### src/rtl/sdf_r2_stage_if.sv
// Streaming port bundle for one radix-2 SDF stage: sample stream in, butterfly stream out.
// Handshake: no back-pressure. A beat transfers on every rising clk edge where valid is 1;
// sof and data are only meaningful in that cycle, and the sink must always accept.
interface sdf_r2_stage_if #(
  parameter int WIDTH = 17
);
  logic             in_valid;
  logic             in_sof;
  logic [WIDTH-1:0] in_re;
  logic [WIDTH-1:0] in_im;
  logic             out_valid;
  logic             out_sof;
  logic [WIDTH-1:0] out_re;
  logic [WIDTH-1:0] out_im;

  modport master (
    output in_valid, in_sof, in_re, in_im,
    input  out_valid, out_sof, out_re, out_im
  );

  modport slave (
    input  in_valid, in_sof, in_re, in_im,
    output out_valid, out_sof, out_re, out_im
  );
endinterface

### src/rtl/sdf_r2_stage.sv
// Radix-2 single-path delay-feedback butterfly stage (DIF). The first half of each
// 2*DEPTH span fills the delay line; the second half emits sums and feeds back differences.
module sdf_r2_stage #(
  parameter int WIDTH = 17,
  parameter int DEPTH = 32,
  parameter int SCALE = 0
) (
  input  logic           clk,
  input  logic           rst_n,
  sdf_r2_stage_if.slave  s
);

  localparam int CW = $clog2(DEPTH) + 1;
  // cnt == DEPTH is the first phase-1 sample (phase bit set, idx 0); valid for DEPTH == 1 too.
  localparam logic [CW-1:0] SOF_CNT = CW'(DEPTH);
  localparam logic signed [WIDTH+1:0] ONE = 1;

  logic [CW-1:0]    cnt;
  logic [CW-1:0]    cnt_eff;
  logic             primed;
  logic             primed_eff;
  logic             phase;
  logic [WIDTH-1:0] dl_re [DEPTH];
  logic [WIDTH-1:0] dl_im [DEPTH];
  logic [WIDTH-1:0] sum_re;
  logic [WIDTH-1:0] sum_im;
  logic [WIDTH-1:0] dif_re;
  logic [WIDTH-1:0] dif_im;

  // Two guard bits keep the rounding add exact before the result is cut back to WIDTH.
  function automatic logic [WIDTH-1:0] bfly(input logic [WIDTH-1:0] a,
                                            input logic [WIDTH-1:0] b,
                                            input logic             sub);
    logic signed [WIDTH+1:0] ae;
    logic signed [WIDTH+1:0] be;
    logic signed [WIDTH+1:0] v;
    ae = signed'({{2{a[WIDTH-1]}}, a});
    be = signed'({{2{b[WIDTH-1]}}, b});
    v  = sub ? (ae - be) : (ae + be);
    if (SCALE != 0) v = (v + ONE) >>> 1;
    return v[WIDTH-1:0];
  endfunction

  always_comb begin
    cnt_eff    = s.in_sof ? '0 : cnt;
    phase      = cnt_eff[CW-1];
    // A sof that lands mid-span means the delay line holds a torn frame: re-prime.
    primed_eff = primed & ~(s.in_sof & (cnt != '0));
    sum_re     = bfly(dl_re[DEPTH-1], s.in_re, 1'b0);
    sum_im     = bfly(dl_im[DEPTH-1], s.in_im, 1'b0);
    dif_re     = bfly(dl_re[DEPTH-1], s.in_re, 1'b1);
    dif_im     = bfly(dl_im[DEPTH-1], s.in_im, 1'b1);
  end

  always_ff @(posedge clk or negedge rst_n) begin
    if (!rst_n) begin
      cnt         <= '0;
      primed      <= 1'b0;
      s.out_valid <= 1'b0;
      s.out_sof   <= 1'b0;
      s.out_re    <= '0;
      s.out_im    <= '0;
      for (int i = 0; i < DEPTH; i++) begin
        dl_re[i] <= '0;
        dl_im[i] <= '0;
      end
    end else begin
      s.out_valid <= s.in_valid & (primed_eff | phase);
      s.out_sof   <= s.in_valid & (cnt_eff == SOF_CNT);
      if (s.in_valid) begin
        cnt    <= cnt_eff + CW'(1);
        primed <= primed_eff | phase;
        for (int i = 1; i < DEPTH; i++) begin
          dl_re[i] <= dl_re[i-1];
          dl_im[i] <= dl_im[i-1];
        end
        dl_re[0] <= phase ? dif_re : s.in_re;
        dl_im[0] <= phase ? dif_im : s.in_im;
        s.out_re <= phase ? sum_re : dl_re[DEPTH-1];
        s.out_im <= phase ? sum_im : dl_im[DEPTH-1];
      end
    end
  end

endmodule

### src/flat_wrapper.sv
// flat-port wrapper written by rule: the top's interface ports become plain ports
module sdf_r2_stage_flat 
#(
  parameter int WIDTH = 17,
  parameter int DEPTH = 32,
  parameter int SCALE = 0
)
  (clk, rst_n, s_in_valid, s_in_sof, s_in_re, s_in_im, s_out_valid, s_out_sof, s_out_re, s_out_im);
  sdf_r2_stage_if #(.WIDTH(WIDTH)) s_i ();
  input  logic clk;
  input  logic rst_n;
  input wire logic [$bits(s_i.in_valid)-1:0] s_in_valid;
  input wire logic [$bits(s_i.in_sof)-1:0] s_in_sof;
  input wire logic [$bits(s_i.in_re)-1:0] s_in_re;
  input wire logic [$bits(s_i.in_im)-1:0] s_in_im;
  output wire logic [$bits(s_i.out_valid)-1:0] s_out_valid;
  output wire logic [$bits(s_i.out_sof)-1:0] s_out_sof;
  output wire logic [$bits(s_i.out_re)-1:0] s_out_re;
  output wire logic [$bits(s_i.out_im)-1:0] s_out_im;
  assign s_i.in_valid = s_in_valid;
  assign s_i.in_sof = s_in_sof;
  assign s_i.in_re = s_in_re;
  assign s_i.in_im = s_in_im;
  assign s_out_valid = s_i.out_valid;
  assign s_out_sof = s_i.out_sof;
  assign s_out_re = s_i.out_re;
  assign s_out_im = s_i.out_im;
  sdf_r2_stage #(.WIDTH(WIDTH), .DEPTH(DEPTH), .SCALE(SCALE)) u_core (.clk(clk), .rst_n(rst_n), .s(s_i));
endmodule
### config.mk
export PLATFORM = sky130hd
export DESIGN_NAME = sdf_r2_stage_flat
export DESIGN_NICKNAME = d
export VERILOG_FILES = /design/src/rtl/sdf_r2_stage_if.sv /design/src/rtl/sdf_r2_stage.sv /design/src/flat_wrapper.sv
export SDC_FILE = /design/constraint.sdc
export NUM_CORES = 1
export LEC_CHECK = 0
export ABC_CLOCK_PERIOD_IN_PS = 3500
export CAP_MARGIN = 20
export CORE_MARGIN = 1
export CORE_UTILIZATION = 30
export CTS_CLUSTER_DIAMETER = 100
export CTS_CLUSTER_SIZE = 14
export DETAILED_ROUTE_END_ITERATION = 10
export PLACE_DENSITY = 0.45
export SLEW_MARGIN = 25
export SYNTH_ARGS = -nofsm -noshare
export SYNTH_HDL_FRONTEND = slang
export SYNTH_SLANG_ARGS = --single-unit
export TNS_END_PERCENT = 20
### constraint.sdc
create_clock -name clk -period 3.5 [get_ports clk]
set_clock_uncertainty 0.1 [all_clocks]
set_input_delay 0.875 -clock clk [delete_from_list [all_inputs] [get_ports clk]]
set_output_delay 0.875 -clock clk [all_outputs]
set_load 0.05 [all_outputs]
# After elaboration in Yosys (flattened, before gate mapping)
# Cells that the tools add are included.
[op_classes]
mux = 5
bitwise = 6
eq_ne = 1
reduce_logical = 1
n_addsub = 5
[op_table]
columns = ["op", "count"]
rows = [
  ["$mux W17", 4],
  ["$add A17 B17 Y17", 2],
  ["$sub A17 B17 Y17", 2],
  ["$add A6 B1 Y6 const B", 1],
  ["$eq A6 B6 Y1 const B", 1],
  ["$mux W6", 1],
  ["$reduce_bool A6 Y1", 1],
  ["$and A1 B1 Y1", 4],
  ["$not A1 Y1", 1],
  ["$or A1 B1 Y1", 1],
]
[word_totals]
ff_bits = 1131
elab_cells = 88
out_inout_bits = 36
in_bits = 38

# Logic depth before layout (Yosys ltp)
[depth]
word_depth = 6
depth_mapped = 11
depth_no_buf = 11

# Worst setup path after synthesis
# Ideal clock, no wire load.
[synth_path]
path_kind = "in2reg"
start = "in s_in_re[2]"
end = "reg u_core.dl_re[541] (netlist bit)"
required_ps = 3265
cell_stages = 10
t_arrival_ps = 2914
path_slack_ps = 351
path_buffers = 0
setup_time_ps = 135
cell_sequence = "inv_1 -> ha_1 -> nor2b_4 -> o31a_1 -> o221a_1 -> or2_4 -> a311o_1 -> a31oi_1 -> xnor2_1 -> o221ai_2"
[synth_between]
elab_chain_cells = 2
[synth_rtl]
columns = ["item", "line_no", "rtl"]
rows = [
  ["start: declaration", "flat_wrapper.sv:14", "input wire logic [$bits(s_i.in_re)-1:0] s_in_re;"],
  ["$sub A17 B17 Y17", "--", ""],
  ["$mux W17", "sdf_r2_stage.sv:77", "dl_re[0] <= phase ? dif_re : s.in_re;"],
  ["end signal: indexed assignment", "sdf_r2_stage.sv:74", "dl_re[i] <= dl_re[i-1];"],
  ["end: declaration", "sdf_r2_stage.sv:23", "logic [WIDTH-1:0] dl_re [DEPTH];"],
]
# No other way between the ends.
# A chain may end at the register's enable or synchronous reset.

# Final worst setup path
[layout_path]
start = "in s_in_im[8]"
end = "reg u_core.s.out_im[16]"
[layout_between]
elab_chain_cells = 2
[layout_rtl]
columns = ["item", "line_no", "rtl"]
rows = [
  ["start: declaration", "flat_wrapper.sv:15", "input wire logic [$bits(s_i.in_im)-1:0] s_in_im;"],
  ["$add A17 B17 Y17", "sdf_r2_stage.sv:39", "v = sub ? (ae - be) : (ae + be);"],
  ["$mux W17", "sdf_r2_stage.sv:80", "s.out_im <= phase ? sum_im : dl_im[DEPTH-1];"],
  ["end signal: assignment", "sdf_r2_stage.sv:80", ""],
  ["end: declaration", "sdf_r2_stage_if.sv:23", "output out_valid, out_sof, out_re, out_im"],
]
# No other way between the ends.

==> results by group <==
Setup path
  • Endpoint type of the worst setup path: flop
  • Worst r2r dst: u_core.dl_re[534]
  • CP max FO: 3
  • Worst r2r src: u_core.dl_re[3]
  • Reg2Reg Setup Slack: 0.62 ns
  • Worst EP arrival: 3.72 ns
  • Worst setup path endpoint: u_core.s.out_im[16]
  • CP Class: primary input to flop
  • Required time of the critical path: 3.99 ns
  • Worst setup SP type: primary input
  • Worst-case reg-to-reg path depth: 10
  • Critical path origin: s_in_im[8]

CTS
  • CTS tree: yes
  • Clock transition at path regs: around 0.08 ns
  • Number of gates resized after CTS: 0
  • Bufs on Longest Clock Path: 3
  • Hold buffers post-CTS: 0
  • CTS HTree Levels: 3
  • Post-CTS Setup Bufs: 0
  • Root Driver: clkbuf_16
  • # clock sinks: 1131
  • Total CTS buffers: 91
  • Skew-Pair Late Insertion Delay: between 0.6 and 0.7 ns

Timing
  • RSZ-0062 raised after global routing: false
  • Total negative slack: 0 ns
  • Worst-margin pin slew: around 0.7 ns
  • Setup ws final: 0.266 ns
  • Final setup fails: 0
  • Period utilization: 0.924
  • Worst slew margin: 0.534
  • Slew Viols, Final: 0
  • Min Tclk post-route: 3.23 ns
  • Peak Freq: roughly 300 MHz
  • Fin. Hold Viols: 0

Floorplan
  • Top-level I/O count: 74
  • Core footprint: 150000 sq um
  • Die footprint: 153000 sq um
  • Core Rows: 142
  • Die Wd: between 300 and 400 microns
  • Initial Util: 0.302
  • DIE HEIGHT: 391 microns

Place
  • Placed instance count: 5174
  • Pre-CTS setup slack: -0.458 ns
  • Post-DP HPWL: between 50000 and 60000 microns
  • Gp weighted congestion: 0.812
  • Input/output buffers: between 70 and 80
  • Dpl cell area: 49700 sq um

Finish
  • Post-route insts no fill: roughly 5.3k
  • Layout cell share with drive strength beyond 1: 0.417
  • Area Growth Syn to Fin: 15.0%
  • Fillers: between 10k and 15k
  • Final #Nets: around 3.4k
  • Commonest non-fill, non-tap cell in the layout: dfrtp_1
  • Cell area after layout: 52100 sq um
  • Most frequent cells in the layout: dfrtp_1, mux2_2, buf_4

Logic synthesis
  • Largest family of logic cells by synthesized area: multiplexers
  • Simple-gate portion of the synthesized area: 0.0267
  • Syn. warnings: 0
  • Synth Area in Compound Gates: 0.0367
  • Top cells by area, synth: dfrtp_1, mux2_2, ha_1, clkbuf_1, a21oi_1
  • Prevailing post-synth register cell: dfrtp_1
  • Mean post-synth cell area: 14.8 sq um
  • Seq/Total Area, Yosys: 0.624
  • Synthesized-area fraction occupied by adder cells: 0.0200
  • Post-Synth XOR/XNOR Area: 0.00908
  • Post-Syn Instances: 3070
  • Yosys top cell area share: 0.624
  • Async set or reset register ratio after synthesis: 1.00
  • Synthesized Nets: 3178
  • Multiplexer area fraction after synthesis: 0.264
  • Leading area contributor after synthesis: dfrtp_1
  • Cell Area, Synth: 45300 sq um
  • Post-synth EDFFs: 0
  • Synth unique cells: 65
  • #FFs+latches synth: 1131

Global routing
  • Total congestion overflow: 0
  • Largest net degree at the start of global routing: around 120
  • Initial antenna violation count: 3
  • GRT Overall Usage: 0.112
  • Global-route wire length before repair: approximately 140000 microns
  • Vias in the first global route: 25.6k

Route
  • # DRC: 0
  • Pre-antenna DRT Iters: 5
  • Routed WL: 83300 microns
  • Iter 0 DRT Violations: 974
  • Via count: 23.8k
  • DRT antenna net count: 0
  • Drt wl/cell: approximately 16 microns
  • Vias per inst: 4.50

Pwr
  • Switch Pwr: between 9 and 10 mW
  • Leakage Power: 23.1 nW
  • Pwr dens: 700 nW/um^2
  • Int Pwr: about 27 mW
  • Sequential share of power: 0.562
  • Worst vdd ir: between 0.3 and 0.4 mV
  • Clock power share: 0.255
  • Net Sw Frac: 0.254
  • Gate power share: 0.183

Flow run
  • Max_cap viols: 0

Min path
  • Hold Path Class: primary input to async pin

Run status
  • Status: finished clean
-- metrics by stage --
step / hold WS, ns / utilization / power [mW]
after floorplan: 0.344 / - / 25.3
after global placement: 0.364 / 0.331 / 27.2
after detailed placement: 0.369 / 0.331 / 27.6
after CTS: 0.00696 / 0.348 / 37.4
after global routing: 0.0364 / 0.348 / 39.0
final: 0.0696 / 0.348 / 36.5
-- routing by layer --
layer,vias to the layer above,part of all wire,global-route usage
met3,135,0.033,0.0177
met4,4,0.026,0.0394
met2,263,0.45,0.174
li1,11100,-,-
met1,12300,0.49,0.158
met5,-,0.00032,0
-- worst max-delay path: stages --
cell	delay, ns
clkdlybuf4s50_1	0.60
inv_1	0.10
ha_1	0.34
or3_1	0.38
nor2_1	0.15
o311ai_1	0.18
a211oi_1	0.35
mux2i_1	0.23
a21oi_1	0.09
xor2_1	0.16
mux2_2	0.26
-- final cells by class --
class	count	area, sq um	share of cell area
flip-flops and latches	1131	28300	0.543
repair buffers	258	2480	0.0475
multi-input cells	1704	16100	0.310
clock inverters	9	136	0.00262
diodes	1	2.50	0.0000480
well taps	2016	2520	0.0484
clock buffers	94	2310	0.0443
inverters	65	244	0.00468
-- cells in the mapped netlist (5+ instances only) --
cell,number
nor2b_1,11
nor3_1,22
ha_1,66
xnor2_1,39
o21bai_1,9
o21ai_0,56
nor4_1,5
clkbuf_1,164
or3_1,9
a21o_1,16
nor2_1,118
a31oi_1,15
o2bb2ai_1,5
mux2_2,1059
xor2_1,8
inv_1,65
o21a_1,12
o31a_1,5
o31ai_1,6
nand3_1,13
a21oi_1,100
nand2b_1,17
a211oi_1,12
nand2_1,37
dfrtp_1,1131
and3_1,10
-- worst min-delay path by stage --
stage                             start                end  depth (start not counted)  slack, ns
after global routing              rst_n  u_core.dl_im[535]                          1       0.04
after global placement    u_core.primed      u_core.primed                          1       0.36
after floorplan           u_core.primed      u_core.primed                          1       0.34
after CTS                         rst_n  u_core.dl_re[502]                          1      0.007
final                             rst_n  u_core.dl_im[535]                          1       0.07
after detailed placement  u_core.primed      u_core.primed                          1       0.37
-- kinds of logic after synthesis --
group           Yosys count
compound gates          268
flops                  1131
xor+xnor                 47
simple gates            258
buf+inv                 235
fa+ha+maj                70
mux                    1061
-- state kept, by name, indices dropped and copies added, names as in the netlist --
signal,flops
u_core.dl_re,544
u_core.s.out_im,17
u_core.cnt,6
u_core.s.out_valid,1
u_core.primed,1
u_core.s.out_re,17
u_core.dl_im,544
u_core.s.out_sof,1
-- power groups by stage --
| stage | sequential, mW | clock, mW | combinational, mW |
|---|---|---|---|
| 6_report | 20.5 | 9.32 | 6.69 |
| 3_3_place_gp | 20.6 | 0 | 6.56 |
| 4_1_cts | 20.6 | 9.93 | 6.85 |
| 2_1_floorplan | 19.9 | 0 | 5.43 |
| 5_1_grt | 21.3 | 10.3 | 7.43 |
| 3_5_place_dp | 20.8 | 0 | 6.80 |
Power figures use the tool's default switching activity.
